==> src/rtl/command_master.sv <==
// command_master: host-side initiator for the 16-bit GPU command bus.
// Sequences output enable, command strobe and data bus so the GPU captures a
// command word on the first strobe rising edge and a data word on the second,
// then for reads turns the bus around and samples the returned word.
// All outputs are registered from the next-state value, so every output
// reflects the state the block is in during that same cycle.
module command_master #(
  parameter int CLK_DIV   = 2,
  parameter int READ_WAIT = 3
) (
  input  logic        clk,
  input  logic        reset,
  input  logic        reqValid,
  output logic        reqReady,
  input  logic        reqWrite,
  input  logic [15:0] reqCommand,
  input  logic [15:0] reqData,
  output logic        rspValid,
  output logic [15:0] rspData,
  output logic        busCommandClk,
  output logic        busOutputEnable,
  output logic [15:0] busDataOut,
  output logic        busDataOe,
  input  logic [15:0] busDataIn
);

  localparam logic [7:0] DIV_C  = 8'(CLK_DIV);
  localparam logic [7:0] WAIT_C = 8'(READ_WAIT);

  typedef enum logic [3:0] {
    SYNC_HI,
    SYNC_LO,
    IDLE,
    CMD_LO,
    CMD_HI,
    DATA_LO,
    DATA_HI,
    DATA_HOLD,
    TURN,
    RD_WAIT,
    RD_END
  } state_t;

  state_t      state_q, state_d;
  logic [7:0]  cnt_q, cnt_d;
  logic        ready_q, ready_d;
  logic        rsp_vld_q, rsp_vld_d;
  logic [15:0] rsp_data_q, rsp_data_d;
  logic        strobe_q, strobe_d;
  logic        oe_q, oe_d;
  logic        drive_q, drive_d;
  logic [15:0] out_q, out_d;
  logic        write_q, write_d;
  logic [15:0] cmd_q, cmd_d;
  logic [15:0] data_q, data_d;

  logic accept;
  logic phase_done;
  logic wait_done;

  assign accept     = reqValid & ready_q;
  assign phase_done = (cnt_q == DIV_C);
  assign wait_done  = (cnt_q == WAIT_C);

  // Control state and registered bus outputs; reset forces the bus to a safe
  // idle (GPU owns nothing, strobe low) and arms the resync sequence.
  always_ff @(posedge clk or posedge reset) begin
    if (reset) begin
      state_q    <= SYNC_HI;
      cnt_q      <= 8'd0;
      ready_q    <= 1'b0;
      rsp_vld_q  <= 1'b0;
      rsp_data_q <= 16'h0000;
      strobe_q   <= 1'b0;
      oe_q       <= 1'b1;
      drive_q    <= 1'b0;
      out_q      <= 16'h0000;
    end else begin
      state_q    <= state_d;
      cnt_q      <= cnt_d;
      ready_q    <= ready_d;
      rsp_vld_q  <= rsp_vld_d;
      rsp_data_q <= rsp_data_d;
      strobe_q   <= strobe_d;
      oe_q       <= oe_d;
      drive_q    <= drive_d;
      out_q      <= out_d;
    end
  end

  // Latched request payload; only consumed after acceptance, so no reset.
  always_ff @(posedge clk) begin
    write_q <= write_d;
    cmd_q   <= cmd_d;
    data_q  <= data_d;
  end

  // Next-state sequencing plus the bus pin values for the state being entered.
  always_comb begin
    state_d    = state_q;
    cnt_d      = cnt_q + 8'd1;
    write_d    = write_q;
    cmd_d      = cmd_q;
    data_d     = data_q;
    rsp_data_d = rsp_data_q;

    case (state_q)
      SYNC_HI: begin
        if (phase_done) begin
          state_d = SYNC_LO;
          cnt_d   = 8'd1;
        end
      end
      SYNC_LO: begin
        if (phase_done) begin
          state_d = IDLE;
          cnt_d   = 8'd1;
        end
      end
      IDLE: begin
        if (accept) begin
          state_d = CMD_LO;
          cnt_d   = 8'd1;
          write_d = reqWrite;
          cmd_d   = reqCommand;
          data_d  = reqData;
        end
      end
      CMD_LO: begin
        if (phase_done) begin
          state_d = CMD_HI;
          cnt_d   = 8'd1;
        end
      end
      CMD_HI: begin
        if (phase_done) begin
          state_d = DATA_LO;
          cnt_d   = 8'd1;
        end
      end
      DATA_LO: begin
        if (phase_done) begin
          state_d = DATA_HI;
          cnt_d   = 8'd1;
        end
      end
      DATA_HI: begin
        if (phase_done) begin
          state_d = DATA_HOLD;
          cnt_d   = 8'd1;
        end
      end
      DATA_HOLD: begin
        if (phase_done) begin
          state_d = write_q ? IDLE : TURN;
          cnt_d   = 8'd1;
        end
      end
      TURN: begin
        state_d = RD_WAIT;
        cnt_d   = 8'd1;
      end
      RD_WAIT: begin
        if (wait_done) begin
          state_d    = RD_END;
          cnt_d      = 8'd1;
          rsp_data_d = busDataIn;
        end
      end
      RD_END: begin
        state_d = IDLE;
        cnt_d   = 8'd1;
      end
      default: begin
        state_d = SYNC_HI;
        cnt_d   = 8'd0;
      end
    endcase

    // Pin decode from the state being entered. Drive and output enable are
    // disjoint by construction, and TURN / RD_END / IDLE give the gap cycle.
    strobe_d  = (state_d == SYNC_HI) || (state_d == CMD_HI) || (state_d == DATA_HI);
    oe_d      = (state_d == SYNC_HI) || (state_d == SYNC_LO) || (state_d == RD_WAIT);
    drive_d   = (state_d == CMD_LO) || (state_d == CMD_HI) || (state_d == DATA_LO) ||
                (state_d == DATA_HI) || (state_d == DATA_HOLD);
    ready_d   = (state_d == IDLE);
    rsp_vld_d = (state_d == RD_END);

    // Bus value holds whenever nothing new is being presented.
    out_d = out_q;
    if ((state_d == CMD_LO) || (state_d == CMD_HI)) begin
      out_d = cmd_d;
    end else if ((state_d == DATA_LO) || (state_d == DATA_HI) || (state_d == DATA_HOLD)) begin
      out_d = data_d;
    end
  end

  assign reqReady        = ready_q;
  assign rspValid        = rsp_vld_q;
  assign rspData         = rsp_data_q;
  assign busCommandClk   = strobe_q;
  assign busOutputEnable = oe_q;
  assign busDataOe       = drive_q;
  assign busDataOut      = out_q;

endmodule

==> config.mk <==
export PLATFORM = sky130hd
export DESIGN_NAME = command_master
export DESIGN_NICKNAME = d
export VERILOG_FILES = /design/src/rtl/command_master.sv
export SDC_FILE = /design/constraint.sdc
export NUM_CORES = 1
export LEC_CHECK = 0
export BUFFER_PORTS_ARGS = -buffer_cell sky130_fd_sc_hd__buf_2
export CAP_MARGIN = 10
export CORE_MARGIN = 8
export CORE_UTILIZATION = 48
export DETAILED_ROUTE_END_ITERATION = 6
export PLACE_DENSITY = 0.76
export SETUP_SLACK_MARGIN = 0.4
export SLEW_MARGIN = 25
export SYNTH_ARGS = -nofsm -noshare
export SYNTH_HDL_FRONTEND = slang
export SYNTH_SLANG_ARGS = --single-unit
==> constraint.sdc <==
create_clock -name clk -period 2.1 [get_ports clk]
set_input_delay 0.21 -clock clk [delete_from_list [all_inputs] [get_ports clk]]
set_output_delay 0.21 -clock clk [all_outputs]
set_load 0.05 [all_outputs]
==> run summary, run 1 <==
The run finished, with violations left. The checks that failed: setup timing. In the final timing run, aggregate negative setup slack is -3.14 ns. In the routed layout, each cell is associated on average with a via count of 5.89. The last weighted congestion value of the routability-driven placer came out at 0.899. The antenna violation net count after detailed routing is 0. VDD sags by at most 1.19 mV.

For the final count of hold timing violations, the log shows 0. The synthesized area divided by synthesized cell count was 12.6 um^2. The longest clock path from root to sink contains 2 buffers. The initial utilization of the core area, before any placement, comes to 49.6%. Data arrives at the worst endpoint at 2.55 ns.

The library cells used most frequently in the layout, excluding fill and tap cells, are sky130_fd_sc_hd__buf_2, sky130_fd_sc_hd__mux2_4, sky130_fd_sc_hd__dfrtp_1. Dividing the detail-routed wire length by the instance count gives 22.6 um. The tools report the post-route DRC violation count as 0.

The analysis attributes to cell leakage a power of 2.49 nW. For the clock buffer count from CTS, the log shows 9. The post-synth design cell area came out at 3600 um^2. The die is 103 um wide. 0 antenna diodes ended up in the layout. The internal power of the cells totals 5.29 mW. For the sequential group share of total power, the log shows 27.5%.

The clock drives 82 sinks. Final worst slack: -0.210 ns. Input and output buffers added on the ports amount to 88. The switching power summed over all nets was 3.91 mW.

Measured on the finished design, the core utilization comes to 74.2%. Leaving out fill and tap cells, the most frequent cell in the layout is sky130_fd_sc_hd__buf_2. The proportion of netlist area held by the largest area contributor came out at 33.4%. The tools report the start point of the worst min-delay path as reqWrite. In the synthesized netlist, the number of instances is 285. In the global route stage, overall resource usage came out at 20.9%. The share of total power dissipated in the clock network is 12.4%. Number of global-route vias before repair: 3231.

Setup violations remaining at the end of the flow were counted as 21. The clock transition at the registers of the reported paths works out to 0.09 ns. Predominant post-synthesis flop cell: sky130_fd_sc_hd__dfrtp_1. In this run, synthesis produced a sequential element count of 82. The number of warnings issued by yosys was 0; the post-route minimum period was 2.31 ns. Between clock sinks in the finished design, the worst skew comes to 0.0175 ns.

The number of slew-limit violations in the final report came out at 0. The critical path goes through inv_2 -> ha_4 -> nor3b_4 -> a21oi_2 -> or3_4 -> a22oi_4 -> buf_6 -> buf_12 -> mux2i_4 -> o22ai_2. Relative to the synthesized area, the layout overhead comes to 49.5%. The highest clock rate was 433 MHz; the relative slew slack was 61.8%.

The element type at the critical path start was a flop. The placement-stage worst setup slack was -0.0554 ns; the area of the core was 7250 um^2. The detailed router finished its first iteration with 167 violations. For this run, the post-layout net count is 483. The critical path starts at cnt_q[0].

The first detailed-routing pass ran for 5 iterations. The die outline area was 10500 um^2. The worst setup path is captured at a flop.

Net switching is 42.5% of the power. Row generation in the floorplan step produced 31 rows. The largest net degree at the start of global routing is 27, and the power density of the placed cells is 1710 nW/um^2. Number of H-tree levels: 3. Of the total power, combinational logic draws 60.2%. For the pin with the worst max-slew slack, the measured transition is 0.572 ns. The logs give 16.7 mm for the global-route wire length before repair and 2.34 ns for the required time of the critical path. The post-route netlist has 60.1% of its cells at a drive strength greater than 1. Detailed placement finished with a half-perimeter wire length of 6.12 mm. Of the synthesized area, sequential elements account for 52.7%.

The critical path's largest stage delay came out at 0.42 ns. In this run the worst path has a maximum fanout of 6. The worst path uses 110% of the clock period.

Wires add up to 12.1 mm. The number of enable flip-flop cells after synthesis was 1. The number of different library cells used by synthesis comes to 49. Critical register-to-register path startpoint: cnt_q[0]. The tools report the clock latency on the worst-skew pair as 0.36 ns. Among all stages on the critical path, the largest delay is contributed by sky130_fd_sc_hd__dfrtp_1. In the synthesized netlist the async set-or-reset flop fraction comes to 59.8%.

The class of the most critical hold timing path is input port to flop. Library cell with the largest summed area after synthesis: sky130_fd_sc_hd__dfrtp_1. Setup repair after global routing could not meet its margin everywhere. The tools report the number of antenna violations at the first check in global routing as 0. By area the synthesized netlist is led by sky130_fd_sc_hd__dfrtp_1, sky130_fd_sc_hd__dfxtp_1, sky130_fd_sc_hd__mux2_2. Detailed routing inserted a total of 3139 vias. For the power after layout, the log shows 9.21 mW. The setup path with the least slack is of type flop to flop.

In this run the clock root is driven by a sky130_fd_sc_hd__clkbuf_8. When the netlist entered floorplanning its net count stood at 339. The die boundary height is 103 um. TritonCTS built the clock tree. For the residual overflow from global routing, the log shows 0. The max-capacitance violation count came out at 0. For the number of top-level pins, the log shows 89.
==> power groups by stage <==
stage / clock, mW / combinational (mW) / sequential (mW)
floorplan: 0 / 2.47 / 3.05
global placement: 0 / 3.77 / 2.47
detailed placement: 0 / 3.89 / 2.48
CTS: 1.13 / 4.77 / 2.45
global route: 1.21 / 5.79 / 2.56
finish: 1.14 / 5.54 / 2.53
==> logic make-up (layout without fill, tap and decap cells) <==
logic type	after synthesis	count (layout)	share of synthesized area, %
buf+inv	25	174	5.00
flops	82	82	52.7
fa+ha+maj	2	2	0.695
xor+xnor	7	7	1.70
compound gates	62	62	12.9
simple gates	42	42	7.12
mux	65	65	19.8
==> layer usage <==
metal	vias up	wire, um	global-route usage, %
met1	1572	4710	24.3
met3	45	1020	4.39
li1	1339	-	-
met2	183	5920	36.2
met5	-	0	0
met4	0	401	9.26
==> Yosys cell counts (2+ instances only) <==
master                     instances
sky130_fd_sc_hd__dfrtp_1          48
sky130_fd_sc_hd__mux2_2           48
sky130_fd_sc_hd__dfxtp_1          32
sky130_fd_sc_hd__a21oi_1          20
sky130_fd_sc_hd__mux2i_1          16
sky130_fd_sc_hd__o22ai_1          16
sky130_fd_sc_hd__buf_2            11
sky130_fd_sc_hd__nor2_1           11
sky130_fd_sc_hd__o31ai_1           9
sky130_fd_sc_hd__o31ai_2           7
sky130_fd_sc_hd__nand2_1           5
sky130_fd_sc_hd__nand3_1           4
sky130_fd_sc_hd__xor2_1            4
sky130_fd_sc_hd__and2_1            3
sky130_fd_sc_hd__buf_6             3
sky130_fd_sc_hd__inv_1             3
sky130_fd_sc_hd__nor2b_1           3
sky130_fd_sc_hd__xnor2_1           3
sky130_fd_sc_hd__a211oi_1          2
sky130_fd_sc_hd__and3_1            2
sky130_fd_sc_hd__buf_12            2
sky130_fd_sc_hd__buf_4             2
sky130_fd_sc_hd__ha_1              2
sky130_fd_sc_hd__nor3b_1           2
sky130_fd_sc_hd__o21ai_0           2
sky130_fd_sc_hd__or2_2             2
==> per-stage QoR <==
stage	instances	cell area, um^2	hold WS (ns)
after floorplan	285	3740	0.309
after global placement	481	4360	0.293
after detailed placement	481	4360	0.292
after CTS	522	5070	0.0318
after global routing	533	5380	0.0211
final	533	5380	0.0340
==> flip-flops by register name, summed over array words and instances, names as in the netlist, 4 cells and up <==
register and flops:
rspData 16, cnt_q 8, busDataOut 16, cmd_q 16, state_q 4, data_q 16
==> critical path, delay by kind of cell, from the launching register on <==
kind / cells / cell delay, ns
fa+ha+maj: 1 / 0.15
mux: 1 / 0.23
compound gates: 3 / 0.40
buf+inv: 3 / 0.39
flops: 1 / 0.42
simple gates: 2 / 0.62
==> final cells by class <==
class,count,area (um^2)
Sequential cell,82,1900
Clock buffer,12,166
Timing Repair Buffer,152,1240
Multi-Input combinational cell,178,1880
Tap cell,99,124
Fill cell,441,1870
Clock inverter,4,31.3
Inverter,6,45.0
==> final timing paths <==
path / cells after the start / endpoint / slack [ns]
min in group asynchronous: 3 / cnt_q[1] / 0.45
worst max register to register: 10 / busDataOut[15] / -0.21
worst max-delay path: 10 / busDataOut[15] / -0.21
max in group asynchronous: 4 / rspData[12] / 1.00
worst min-delay path: 1 / write_q / 0.03
worst min register to register: 1 / data_q[4] / 0.48
==> repair_timing <==
action / in CTS / in global routing
hold buffers: 1 / 0
endpoints found under the setup margin: 75 / 77
pin swaps: 11 / 14
gates resized for setup: 42 / 53
buffers inserted: 17 / 11
hold endpoints to repair: 23 / 0
gates cloned: 7 / 0
No activity file was read; power rests on OpenSTA's default activity.
==> run 2, diff against run 1 <==
==> constraint.sdc (replaced) <==
create_clock -name clk -period 2.1 [get_ports clk]
set_input_delay 0.105 -clock clk [delete_from_list [all_inputs] [get_ports clk]]
set_output_delay 0.105 -clock clk [all_outputs]
set_load 0.05 [all_outputs]
==> run 2 against run 1 <==
The run ends with hold timing, setup timing left. Routed wire length is 8.4% lower. Sequential power is essentially flat. Clock skew shrank 0.0059 ns. Sequential cell count is the same. Power up 0.29%. Non-clock buffer count up 31. Via count shrank 4.3%. Critical endpoint is now busDataOut[9]. Largest cell class is now multi-input combinational cells.
==> run summary, run 2 (synthesized netlist as in run 1, its figures left out) <==
For the number of buffers on the longest clock path, the log shows 2 (unchanged). The tightest hold margin was -0.00797 ns (-0.0420 ns); the count of clock tree sinks was 82 (unchanged). The detailed placement HPWL was 6.05 mm (-1.1%); the worst ir drop on vdd was 1.28 mV (+7.2%). The clock latency on the worst-skew pair is 0.36 ns (about the same), and the power density of the placed cells is 1600 nW/um^2 (-6.5%).

The run gives 516 (+6.8%) as the post-layout net count. The element type at the critical path start was a flop. The tree is rooted in a sky130_fd_sc_hd__clkbuf_8. Most frequent standard cell in the layout excluding fill and tap cells: sky130_fd_sc_hd__buf_2. The total track usage came out at 20.3% (-0.59 points). Highest clock rate: 440 MHz (+1.7%).

The depth of the most critical reg-to-reg path was 9 (-1); the clock transition at the registers of the reported paths was 0.08 ns (about the same). The top cell types in the final layout, fill and taps aside, are sky130_fd_sc_hd__buf_2, sky130_fd_sc_hd__mux2_4, sky130_fd_sc_hd__dfrtp_1. Initial cell density of the core: 49.6% (unchanged). The critical path capture point type is a flop.

In this run the worst hold path is classified as input port to flop. The share of cells above drive strength 1 was 58.5% (-1.7 points). The die width was 103 um (unchanged). The die boundary height was 103 um (unchanged). The fill cell instance count of the final layout was 412 (-6.6%). The number of slew-limit violations in the final report was 0 (unchanged); the number of top-level pins was 89 (unchanged).

The critical path's largest stage delay was 0.41 ns (about the same). The logs give 0 (unchanged) for the residual overflow from global routing and 31 (unchanged) for the number of rows in the core area. The final count of hold timing violations is 1 (+1).

The run gives 113 (-32%) as the violation count after the first detailed-routing iteration. The post-detailed-routing wire length came out at 11.0 mm (-8.4%). Average via count per standard cell: 5.31 (-9.9%). The number of input and output port buffers inserted was 88 (unchanged).

The post-route DRC violation count is 0 (unchanged). The clock buffer count from CTS was 9 (unchanged). The fraction of the core area covered by cells at the end of the flow was 79.6% (+5.4 points); the final worst slack was -0.171 ns (+0.0391 ns). The setup total negative slack is -2.01 ns (+1.13 ns), and the antenna violation net count after detailed routing is 0 (unchanged). The tools report the last weighted congestion value of the routability-driven placer as 0.822 (-8.5%).

The number of detailed-routing iterations run before antenna repair was 4 (-1). Count of endpoints failing setup in the final report: 17 (-19%). The logs give 0 (unchanged) for the number of antenna violations at the first check in global routing and 3003 (-4.3%) for the via count.

The run gives 74.7% (+13 points) as the relative slew slack. The critical path in this run is classified as flop to flop. The largest individual stage delay along the critical path comes from the cell sky130_fd_sc_hd__dfrtp_1. The arrival time at the worst endpoint is 2.51 ns (-0.04 ns). The run gives 23 (-15%) as the largest net degree at the start of global routing. The flow ran to the end, but the final reports show violations. The relative area change from synthesis to final layout works out to 60.4%. The global-route wire length before repair was 16.7 mm (-0.37%).

TritonCTS built the clock tree. The transition time of the tightest slew-check pin works out to 0.378 ns (-0.193 ns). For the final worst clock skew, the log shows 0.0116 ns (-0.00588 ns).

The number of global-route vias before repair was 3353 (+3.8%). The largest fanout on the critical path is 5 (-1). Setup repair after global routing could not meet its margin everywhere. The antenna diode count came out at 0 (unchanged).

The final reports fail on hold timing, setup timing. The number of H-tree levels is 3 (unchanged), and the final routed wire length divided by cell count is 19.5 um (-14%). The depth of the worst hold-timing path was 2 (+1); the area of the core was 7250 um^2 (unchanged). The post-route minimum period was 2.27 ns (-0.0391 ns); the register cell area after layout was 1900 um^2 (unchanged). The total area of multi-input combinational cells came out at 1950 um^2 (+3.6%).

The die outline area is 10500 um^2 (unchanged), and the leakage power summed over all cells is 2.62 nW (+5.2%). For the required time of the critical path, the log shows 2.34 ns (about the same). The part of the cycle the worst path needs works out to 108% (-1.9 points). The max-capacitance violation count is 0 (unchanged). Walking the worst path, the cells encountered are inv_2 -> ha_4 -> nor3b_4 -> nand2_2 -> a221oi_4 -> and2_4 -> inv_8 -> o31ai_2 -> o22ai_1.
-- run 2: cell count changes in the layout (fill, tap and decap cells not counted), moves of 3 or more --
| cell | change |
|---|---|
| sky130_fd_sc_hd__buf_6 | +5 |
| sky130_fd_sc_hd__o31ai_2 | +3 |
| sky130_fd_sc_hd__dlygate4sd3_1 | +32 |
| sky130_fd_sc_hd__o31ai_1 | -7 |
| sky130_fd_sc_hd__o31ai_4 | +4 |
-- run 2: worst paths after layout --
path	from	endpoint	slack, ns
setup / recovery	cnt_q[0]	busDataOut[9]	-0.17
hold / removal	reqData[7]	data_q[7]	-0.008
setup reg to reg	cnt_q[0]	busDataOut[9]	-0.17
hold reg to reg	data_q[13]	data_q[13]	0.48
max in group asynchronous	reset	busOutputEnable	1.20
min in group asynchronous	reset	rspData[3]	0.27
-- run 2: stage by stage --
| step | power, mW | instance area (um^2) | setup slack, ns | hold WS (ns) | std cells |
|---|---|---|---|---|---|
| floorplan | 5.52 | 3740 | -0.0475 | 0.204 | 285 |
| global placement | 6.28 | 4390 | 0.0101 | 0.102 | 485 |
| detailed placement | 6.40 | 4390 | -0.0659 | 0.103 | 485 |
| CTS | 8.47 | 5460 | -0.0471 | 0.000207 | 556 |
| global route | 9.63 | 5780 | -0.322 | -0.0145 | 566 |
| finish | 9.23 | 5780 | -0.171 | -0.00797 | 566 |
-- run 2: report_power, final --
part	internal, mW	switching [mW]
combinational	2.43	2.95
sequential	2.19	0.320
clock	0.774	0.566
-- run 2: layout make-up --
type,instances,area share (%)
Multi-Input combinational cell,178,33.7
Sequential cell,82,32.9
Timing Repair Buffer,183,26.0
Clock buffer,12,2.88
Tap cell,99,2.14
Clock inverter,4,1.23
Inverter,6,0.823
Timing Repair inverter,2,0.303
-- run 2: repair_timing --
action / 4_1_cts / 5_1_grt
endpoints found under the setup margin: 77 / 81
gates cloned: 6 / 1
pin swaps: 16 / 16
buffers inserted: 17 / 8
hold buffers: 32 / 1
gates resized for setup: 67 / 47
endpoints found under the hold margin: 48 / 1
-- run 2: critical path, delay by kind of cell, from the launching register on --
family / cells / cell delay, ns
AO/OA/AOI/OAI: 3 / 0.73
adder cells (fa/ha/maj): 1 / 0.13
buffers and inverters: 2 / 0.17
flip-flops: 1 / 0.41
AND/OR/NAND/NOR: 3 / 0.71
-- run 2: routing by layer --
metal	vias to the layer above	GRT usage (%)	part of all wire, %
met5	-	0	0
li1	1401	-	-
met2	97	35.7	52
met1	1487	23.6	41
met3	18	4.25	5.5
met4	0	7.90	1.4
